### config.mk
export PLATFORM = sky130hd
export DESIGN_NAME = traffic_ctrl_nway_flat
export DESIGN_NICKNAME = d
export VERILOG_FILES = /design/src/rtl/traffic_ctrl_nway_pkg.sv /design/src/rtl/traffic_ctrl_nway_if.sv /design/src/rtl/traffic_ctrl_nway_rr_jam_picker.sv /design/src/rtl/traffic_ctrl_nway.sv /design/src/flat_wrapper.sv
export SDC_FILE = /design/constraint.sdc
export NUM_CORES = 1
export LEC_CHECK = 0
export CAP_MARGIN = 10
export CORE_MARGIN = 2
export CORE_UTILIZATION = 54
export CTS_CLUSTER_DIAMETER = 50
export CTS_CLUSTER_SIZE = 12
export DETAILED_ROUTE_END_ITERATION = 8
export HOLD_SLACK_MARGIN = 0.1
export PLACE_DENSITY_LB_ADDON = 0.1
export RECOVER_POWER = 50
export SLEW_MARGIN = 0
export SYNTH_ARGS = -nofsm -noshare
export SYNTH_HDL_FRONTEND = slang
export SYNTH_SLANG_ARGS = --single-unit
### constraint.sdc
create_clock -name clk -period 2.8 [get_ports clk]
set_input_delay 0.56 -clock clk [delete_from_list [all_inputs] [get_ports clk]]
set_output_delay 0.56 -clock clk [all_outputs]
set_load 0.05 [all_outputs]
### src/rtl/traffic_ctrl_nway_pkg.sv
// Shared types for the N-road intersection controller: FSM state codes and round-robin pick helper.
package traffic_pkg;

  localparam int MAX_ROADS = 16;

  localparam logic [1:0] IDLE      = 2'd0;
  localparam logic [1:0] CLEAR     = 2'd1;
  localparam logic [1:0] GREEN     = 2'd2;
  localparam logic [1:0] JAM_GREEN = 2'd3;

  typedef struct packed {
    logic       found;
    logic [3:0] idx;
  } pick_t;

  // Scan req from ptr+1 round-robin over n roads; ptr itself is visited last and skipped when excl.
  function automatic pick_t rr_pick(input logic [MAX_ROADS-1:0] req,
                                    input logic [3:0] ptr,
                                    input logic excl,
                                    input int unsigned n);
    pick_t       r;
    int unsigned j;
    r = '0;
    for (int unsigned k = 1; k <= MAX_ROADS; k++) begin
      j = {28'd0, ptr} + k;
      if (j >= n) j = j - n;
      if (k <= n && !r.found && !(excl && k == n) && req[j[3:0]]) begin
        r.found = 1'b1;
        r.idx   = j[3:0];
      end
    end
    return r;
  endfunction

endpackage

### src/rtl/traffic_ctrl_nway_if.sv
// Road-facing bundle: enable and jam sensors in, signal-head drive and status out.
interface traffic_if #(
  parameter int N_ROADS = 4
);
  localparam int IW = $clog2(N_ROADS);

  logic               en;
  logic [N_ROADS-1:0] traffic_jam;
  logic [N_ROADS-1:0] allow;
  logic [IW-1:0]      active_idx;
  logic               jam_mode;
  logic               clearing;

  modport master (output en, traffic_jam, input allow, active_idx, jam_mode, clearing);
  modport slave  (input en, traffic_jam, output allow, active_idx, jam_mode, clearing);
endinterface

### src/rtl/traffic_ctrl_nway_rr_jam_picker.sv
// Combinational round-robin finder: first set req bit after ptr, wrapping, optionally excluding ptr.
module rr_jam_picker
  import traffic_pkg::*;
#(
  parameter int N_ROADS = 4,
  parameter int IW      = $clog2(N_ROADS)
) (
  input  logic [N_ROADS-1:0] req,
  input  logic [IW-1:0]      ptr,
  input  logic               excl,
  output logic               found,
  output logic [IW-1:0]      idx
);

  logic [MAX_ROADS-1:0] req_w;
  logic [3:0]           ptr_w;
  pick_t                pick;

  always_comb begin
    req_w = '0;
    req_w[N_ROADS-1:0] = req;
    ptr_w = '0;
    ptr_w[IW-1:0] = ptr;
    pick = rr_pick(req_w, ptr_w, excl, N_ROADS);
  end

  // Range guard keeps every index bit meaningful even when N_ROADS < 16.
  assign found = pick.found && ({1'b0, pick.idx} < 5'(N_ROADS));
  assign idx   = pick.idx[IW-1:0];

endmodule

### src/rtl/traffic_ctrl_nway.sv
// N-road controller: round-robin green slots, jam-priority slots bounded by min/max green,
// all-red clearance between slots and a starvation guard after a jam timeout.
module traffic_ctrl_nway
  import traffic_pkg::*;
#(
  parameter int N_ROADS       = 4,
  parameter int CNT_W         = 8,
  parameter int GREEN_CYC     = 20,
  parameter int MIN_GREEN_CYC = 5,
  parameter int JAM_GREEN_CYC = 40,
  parameter int CLEAR_CYC     = 2
) (
  input  logic     clk,
  input  logic     rst_n,
  traffic_if.slave bus
);

  localparam int IW = $clog2(N_ROADS);

  localparam logic [CNT_W-1:0] G_LAST   = CNT_W'(GREEN_CYC - 1);
  localparam logic [CNT_W-1:0] MIN_LAST = CNT_W'(MIN_GREEN_CYC - 1);
  localparam logic [CNT_W-1:0] J_LAST   = CNT_W'(JAM_GREEN_CYC - 1);
  localparam logic [CNT_W-1:0] C_LAST   = CNT_W'(CLEAR_CYC - 1);
  localparam logic [IW-1:0]    PTR_MAX  = IW'(N_ROADS - 1);

  if (JAM_GREEN_CYC > 2**CNT_W) begin : g_chk_cnt_w
    $error("JAM_GREEN_CYC does not fit in CNT_W");
  end
  if (MIN_GREEN_CYC > GREEN_CYC) begin : g_chk_min
    $error("MIN_GREEN_CYC exceeds GREEN_CYC");
  end
  if (N_ROADS < 2 || N_ROADS > MAX_ROADS) begin : g_chk_roads
    $error("N_ROADS out of range 2..16");
  end

  logic [1:0]         state;
  logic [IW-1:0]      ptr;
  logic [CNT_W-1:0]   cnt;
  logic               last_jam_timeout;

  logic [N_ROADS-1:0] ptr_oh;
  logic [IW-1:0]      ptr_inc;
  logic               other_jam;
  logic               cur_jam;
  logic               min_done;
  logic               pick_found;
  logic [IW-1:0]      pick_idx;

  assign ptr_oh    = {{(N_ROADS-1){1'b0}}, 1'b1} << ptr;
  assign ptr_inc   = (ptr == PTR_MAX) ? '0 : ptr + 1'b1;
  assign other_jam = |(bus.traffic_jam & ~ptr_oh);
  assign cur_jam   = |(bus.traffic_jam & ptr_oh);
  assign min_done  = (cnt >= MIN_LAST);

  rr_jam_picker #(
    .N_ROADS (N_ROADS),
    .IW      (IW)
  ) u_picker (
    .req   (bus.traffic_jam),
    .ptr   (ptr),
    .excl  (last_jam_timeout),
    .found (pick_found),
    .idx   (pick_idx)
  );

  always_ff @(posedge clk or negedge rst_n) begin
    if (!rst_n) begin
      state            <= IDLE;
      ptr              <= PTR_MAX;
      cnt              <= '0;
      last_jam_timeout <= 1'b0;
    end else begin
      case (state)
        IDLE: begin
          cnt <= '0;
          if (bus.en) state <= CLEAR;
        end
        CLEAR: begin
          if (cnt == C_LAST) begin
            cnt <= '0;
            if (!bus.en) begin
              state <= IDLE;
            end else begin
              last_jam_timeout <= 1'b0;
              if (pick_found) begin
                ptr   <= pick_idx;
                state <= JAM_GREEN;
              end else begin
                ptr   <= ptr_inc;
                state <= GREEN;
              end
            end
          end else begin
            cnt <= cnt + 1'b1;
          end
        end
        GREEN: begin
          // A jam on our own road never extends or preempts a normal slot.
          if (cnt == G_LAST || (min_done && (other_jam || !bus.en))) begin
            state <= CLEAR;
            cnt   <= '0;
          end else begin
            cnt <= cnt + 1'b1;
          end
        end
        JAM_GREEN: begin
          if (cnt == J_LAST) begin
            state            <= CLEAR;
            cnt              <= '0;
            last_jam_timeout <= cur_jam;
          end else if (min_done && (!cur_jam || !bus.en)) begin
            state <= CLEAR;
            cnt   <= '0;
          end else begin
            cnt <= cnt + 1'b1;
          end
        end
        default: begin
          state <= IDLE;
          cnt   <= '0;
        end
      endcase
    end
  end

  assign bus.allow      = (state == GREEN || state == JAM_GREEN) ? ptr_oh : '0;
  assign bus.active_idx = ptr;
  assign bus.jam_mode   = (state == JAM_GREEN);
  assign bus.clearing   = (state == CLEAR);

endmodule

### src/flat_wrapper.sv
// flat-port wrapper written by rule: the top's interface ports become plain ports
module traffic_ctrl_nway_flat import traffic_pkg::*;
#(
  parameter int N_ROADS       = 4,
  parameter int CNT_W         = 8,
  parameter int GREEN_CYC     = 20,
  parameter int MIN_GREEN_CYC = 5,
  parameter int JAM_GREEN_CYC = 40,
  parameter int CLEAR_CYC     = 2
)
  (clk, rst_n, bus_en, bus_traffic_jam, bus_allow, bus_active_idx, bus_jam_mode, bus_clearing);
  traffic_if #(.N_ROADS(N_ROADS)) bus_i ();
  input  logic clk;
  input  logic rst_n;
  input wire logic [$bits(bus_i.en)-1:0] bus_en;
  input wire logic [$bits(bus_i.traffic_jam)-1:0] bus_traffic_jam;
  output wire logic [$bits(bus_i.allow)-1:0] bus_allow;
  output wire logic [$bits(bus_i.active_idx)-1:0] bus_active_idx;
  output wire logic [$bits(bus_i.jam_mode)-1:0] bus_jam_mode;
  output wire logic [$bits(bus_i.clearing)-1:0] bus_clearing;
  assign bus_i.en = bus_en;
  assign bus_i.traffic_jam = bus_traffic_jam;
  assign bus_allow = bus_i.allow;
  assign bus_active_idx = bus_i.active_idx;
  assign bus_jam_mode = bus_i.jam_mode;
  assign bus_clearing = bus_i.clearing;
  traffic_ctrl_nway #(.N_ROADS(N_ROADS), .CNT_W(CNT_W), .GREEN_CYC(GREEN_CYC), .MIN_GREEN_CYC(MIN_GREEN_CYC), .JAM_GREEN_CYC(JAM_GREEN_CYC), .CLEAR_CYC(CLEAR_CYC)) u_core (.clk(clk), .rst_n(rst_n), .bus(bus_i));
endmodule
## Word level (Yosys, flattened, before mapping)

Cells that the tools add are included.

- Register bits after elaboration: 13
- Bits of input ports: 7

- Add/sub/neg operators: 10
- Order comparisons: 10
- Equal/unequal tests: 13
- Shift-type cells: 1
- Mux-type cells: 36
- Bitwise gates (word level): 3
- Reduce and logical (&&, ||, !) cells: 24

Operators by type and width:

| kind | count |
|---|---|
| 32-bit by 3-bit >= comparator with 1-bit output, second input constant | 1 |
| 8-bit 2-to-1 mux | 4 |
| 8-bit case mux with 4 select lines | 1 |
| 4-bit by 5-bit < comparator with 1-bit output, second input constant | 4 |
| 4-bit 2-to-1 mux | 5 |
| 5-bit 2-to-1 mux | 4 |
| 1-bit binary-select mux with 4-bit select | 4 |
| 2-bit 2-to-1 mux | 8 |
| 3-bit by 3-bit subtractor with 4-bit output, second input constant | 3 |
| 8-bit by 1-bit adder with 8-bit output, second input constant | 1 |
| 4-bit bitwise AND | 2 |
| 8-bit by 1-bit == test with 1-bit output, second input constant | 1 |
| 8-bit by 5-bit == test with 1-bit output, second input constant | 1 |
| 8-bit by 6-bit == test with 1-bit output, second input constant | 1 |
| 8-bit by 3-bit >= comparator with 1-bit output, second input constant | 1 |
| 1-bit 2-to-1 mux | 8 |
| 2-bit case mux with 4 select lines | 1 |
| 4-bit AND reduction | 2 |
| 4-bit OR reduction | 2 |
| 1-bit logical AND | 7 |
| 2-bit by 2-bit adder with 3-bit output, second input constant | 2 |
| 2-bit == test, second input constant | 3 |
| 3-bit >= comparator, second input constant | 2 |
| 1-bit zero test | 6 |
| other kinds (17) | 23 |

## Longest topological paths before layout

- Depth after elaboration: 22
- Gate-level depth with buffers: 8
- Depth with buffers taken out: 7

## Hierarchy

From an unflattened synthesis, not the netlist that was laid out.

- Cell total of the unflattened synthesis: 134
- Area, all modules: 1292.5 um2

By module, submodules not included:

| module | instances | cells an instance | area an instance (um2) |
|---|---|---|---|
| traffic_ctrl_nway | 1 | 94 | 944.7 |
| rr_jam_picker | 1 | 40 | 347.8 |

## Least setup slack after synthesis

No wires, ideal clock.

- Kind: reg-to-reg
- Start: register u_core.ptr[0] (netlist: u_core.bus.active_idx[0])
- End: register u_core.state[1]
- Library setup time: 0.067 ns
- Arrival time: 2.278 ns
- Required time: 2.733 ns
- Slack: 0.455 ns
- Cell stages (with the launch flop): 9
- Path buffers: 1
- Clock period less this slack: 2.345 ns
- Cells stage by stage: dfstp_2 > buf_6 > inv_1 > ha_1 > a22oi_1 > a21boi_0 > o211a_1 > a221oi_4 > a311o_1

- Cells in the longest elaborated chain, start to end: 9
- Elaborated cells on any way between the ends: 15
- Those cells by class: eq/ne (2); shift (1); bitwise (3); reduce/logical (9)

Ends and longest elaborated chain:

| element | RTL line | text |
|---|---|---|
| start: declaration | traffic_ctrl_nway.sv:37 | `logic [IW-1:0] ptr;` |
| start signal: assignment | traffic_ctrl_nway.sv:86 | `ptr <= pick_idx;` |
| start signal: assignment | traffic_ctrl_nway.sv:89 | `ptr <= ptr_inc;` |
| 1-bit by 2-bit << shifter with 4-bit output * | traffic_ctrl_nway.sv:49 | `assign ptr_oh = {{(N_ROADS-1){1'b0}}, 1'b1} << ptr;` |
| 4-bit NOT | traffic_ctrl_nway.sv:51 | `assign other_jam = \|(bus.traffic_jam & ~ptr_oh);` |
| 4-bit bitwise AND | traffic_ctrl_nway.sv:51 |  |
| 4-bit OR reduction | traffic_ctrl_nway.sv:51 |  |
| 1-bit logical OR | traffic_ctrl_nway.sv:99 | `if (cnt == G_LAST \|\| (min_done && (other_jam \|\| !bus.en))) begin` |
| 1-bit logical AND | traffic_ctrl_nway.sv:99 |  |
| 1-bit logical OR | traffic_ctrl_nway.sv:99 |  |
| 2-bit by 1-bit != test with 1-bit output (no line) | - |  |
| 4-bit AND reduction (no line) * | - |  |
| end signal: assignment | traffic_ctrl_nway.sv:100 | `state <= CLEAR;` |
| end signal: assignment | traffic_ctrl_nway.sv:108 | `state <= CLEAR;` |
| end signal: assignment | traffic_ctrl_nway.sv:112 | `state <= CLEAR;` |
| end: declaration | traffic_ctrl_nway.sv:36 | `logic [1:0] state;` |

Every way passes the cells marked *; elsewhere a longest branch is shown, timed or not.
A chain may end at the register's enable or synchronous reset.

## Worst setup path after layout

- Start: register u_core.ptr[1] (netlist: u_core.bus.active_idx[1])
- End: output bus_allow[1]

- Cells in the longest elaborated chain, start to end: 2

Ends and longest elaborated chain:

| element | RTL line | text |
|---|---|---|
| 1-bit by 2-bit << shifter with 4-bit output | traffic_ctrl_nway.sv:49 |  |
| 4-bit 2-to-1 mux | traffic_ctrl_nway.sv:126 | `assign bus.allow = (state == GREEN \|\| state == JAM_GREEN) ? ptr_oh : '0;` |
| end: declaration | flat_wrapper.sv:17 | `output wire logic [$bits(bus_i.allow)-1:0] bus_allow;` |

No other way between the ends.

==> reports/summary.txt <==
status: completed
Lkg Pwr: 0.6204 nW
setup TNS: 0 ns
share of cells above drive strength 1: 13.87%
CTS Buf Count: 3
Clock Tree Root: clkbuf_4
Tot GR Track Use: 21.10%
Detailed Route WL: 2276 µm
synthesis-to-finish area growth: 16.89%
share of the yosys chip area belonging to registers: 28.73%
Synthesized Nets: 136
clock latency on the worst-skew pair: 0.27 ns
Worst-path clk slew: 0.07 ns
ys flop type: dfrtp_1
Post-synth EDFFs: 0
DR DRC count: 0
CTS tree: yes
critical path startpoint category: flip-flop
worst slew pin tran: 0.5830 ns
Pre-antenna DRT Iters: 4
post-synthesis cell type count: 47
crit share post-route: 95.47%
Cells after Synth: 119
Worst path slowest cell: clkdlybuf4s50_1
required time of the worst setup path: 2.24 ns
diodes inserted: 0
Largest stage delay, worst path: 0.69 ns
reg2reg end: u_core.bus.active_idx[0]
FF-to-FF Start: u_core.bus.active_idx[1]
number of global-route vias before repair: 945
Total Power: 0.001463 W
Final Instance Count excl. Fillers: 164
vias: 927
critical path cell sequence: inv_1 > ha_1 > and2_1 > clkdlybuf4s50_1
Initial Utilization: 57.58%
Hold Crit Class: reg -> reg
Synth async-reset ratio: 100.0%
CP arrival: 2.11 ns
R2R Setup Slk: 0.44 ns
endpoints failing hold: 0
crit end category: primary output
Post-Syn Area: 1141 µm²
Die ar.: 2497 µm²
Avg WL per Cell: 13.88 µm
hold slack: 0.5429 ns
I/O Buffers: 14
H-Tree Depth: 1
worst path buffer plus inverter count: 2
Row Count: 16
flops & latches, synth: 13
dpl hpwl: 1820 µm
Nets: 155
Rel. slew slack: 61.00%
largest net degree at the start of global routing: 14
syn avg cell area: 9.589 µm²
number of clock sinks: 13
Worst Setup SP: u_core.bus.active_idx[1]
Crit Path Max Fanout: 8
Pwr Density: 1097 nW/µm²
CTS hold repair buffers: 0
DP Cell Count: 160
Layout Skew: 0.007260 ns
grt total ovfl: 0
Die Ht: 49.97 µm
1st-iter DRT viols: 18
CP delay by family, top: buffers and inverters
core box area: 1982 µm²
final setup violation count: 0
Crit Path Class: reg -> out
HP Start: u_core.cnt[0]
Setup WS post-layout: 0.1269 ns
# IOs: 15
reg2reg path depth: 7
Fmax: 374.1 MHz
routability cong.: 0.8052
worst slack at placement: 0.2176 ns
initial antenna violation count: 0
first-pass GRT wire length: 4098 µm
synth warn: 0
Worst Hold Path EP: u_core.cnt[0]
worst hold stages: 1
Max clock buf depth: 2
antenna-violating nets left: 0
fillers: 166
post-layout min period: 2.673 ns
max-slew violation count: 0
drt via density: 5.652
Die X: 49.97 µm
Max Cap Violations: 0
RSZ-0062 raised after global routing: no
Max IR drop VDD: 0.0006217 V
-- cells by family (layout without fill, tap and decap cells) --
group	after synthesis	after routing	share of synthesized area, %
AND/OR/NAND/NOR	46	46	22.26
AO/OA/AOI/OAI	29	29	22.04
XOR/XNOR	6	6	4.605
buffers and inverters	9	27	3.948
multiplexers	6	6	7.456
adder cells (fa/ha/maj)	10	10	10.96
flip-flops	13	13	28.73
-- layout by cell type, fill, tap and decap left out, types with 4 or more instances in the layout --
| master | netlist | final |
|---|---|---|
| nor2_1 | 11 | 11 |
| dfrtp_1 | 11 | 11 |
| ha_1 | 10 | 10 |
| clkdlybuf4s50_1 | 0 | 10 |
| inv_1 | 7 | 7 |
| nor2b_1 | 6 | 6 |
| and2_1 | 6 | 6 |
| nand3_1 | 5 | 5 |
| nand2_1 | 5 | 5 |
| xor2_1 | 5 | 5 |
| mux2i_1 | 4 | 4 |
-- worst max-delay path by stage --
stage | to | slack [ns] | depth (start not counted)
after floorplan | u_core.state[1] | 0.45 | 8
after global placement | u_core.state[1] | 0.28 | 6
after detailed placement | u_core.state[1] | 0.22 | 6
after CTS | bus_allow[0] | 0.08 | 4
after global routing | bus_allow[1] | 0.03 | 4
final | bus_allow[1] | 0.13 | 4
-- per-stage QoR --
stage               cell area (µm²)  utilization (%)
floorplan                      1141                -
global placement               1309            66.04
detailed placement             1309            66.04
CTS                            1335            67.36
global route                   1334            67.30
finish                         1334            67.30
-- state kept, by name (all words and copies together) (netlist names) --
register,cells
u_core.cnt,8
u_core.bus.active_idx,2
u_core.last_jam_timeout,1
u_core.state,2
-- final cells by class --
type	instances	area (µm²)	area share, %
Multi-Input combinational cell	97	764.5	57.32
Inverter	7	26.28	1.970
Timing Repair Buffer	16	155.1	11.63
Tap cell	27	33.78	2.533
Clock buffer	4	26.28	1.970
Sequential cell	13	327.8	24.58
-- timing repair --
action	in CTS	in global routing
setup endpoints to repair	0	1
buffers inserted	0	0
resized for setup	0	1
-- synthesized netlist by cell type (2+ instances only) --
library cell	instances	area (µm²)
dfrtp_1	11	275.3
nor2_1	11	41.29
ha_1	10	125.1
inv_1	7	26.28
and2_1	6	37.54
nor2b_1	6	37.54
nand2_1	5	18.77
nand3_1	5	25.02
xor2_1	5	43.79
mux2i_1	4	40.04
and3_1	3	18.77
or2_2	3	18.77
a21oi_1	2	10.01
a22o_1	2	17.52
a22oi_1	2	15.01
and2_4	2	17.52
dfstp_2	2	52.55
mux4_2	2	45.04
o211a_1	2	20.02
o22ai_1	2	12.51
-- power breakdown --
part | switching (W) | leakage (nW) | internal (W)
Sequential | 0.0000716 | 0.165 | 0.000245
Clock | 0.0000563 | 0.0150 | 0.0000553
Combinational | 0.000596 | 0.440 | 0.000438
Total | 0.000724 | 0.620 | 0.000739
-- per-layer routing --
metal	GRT usage, %	part of all wire [%]
met5	0	0
met4	7.870	1.0
met3	2.727	1.7
met2	37.11	51
met1	26.10	46
No activity file was read; power rests on OpenSTA's default activity.
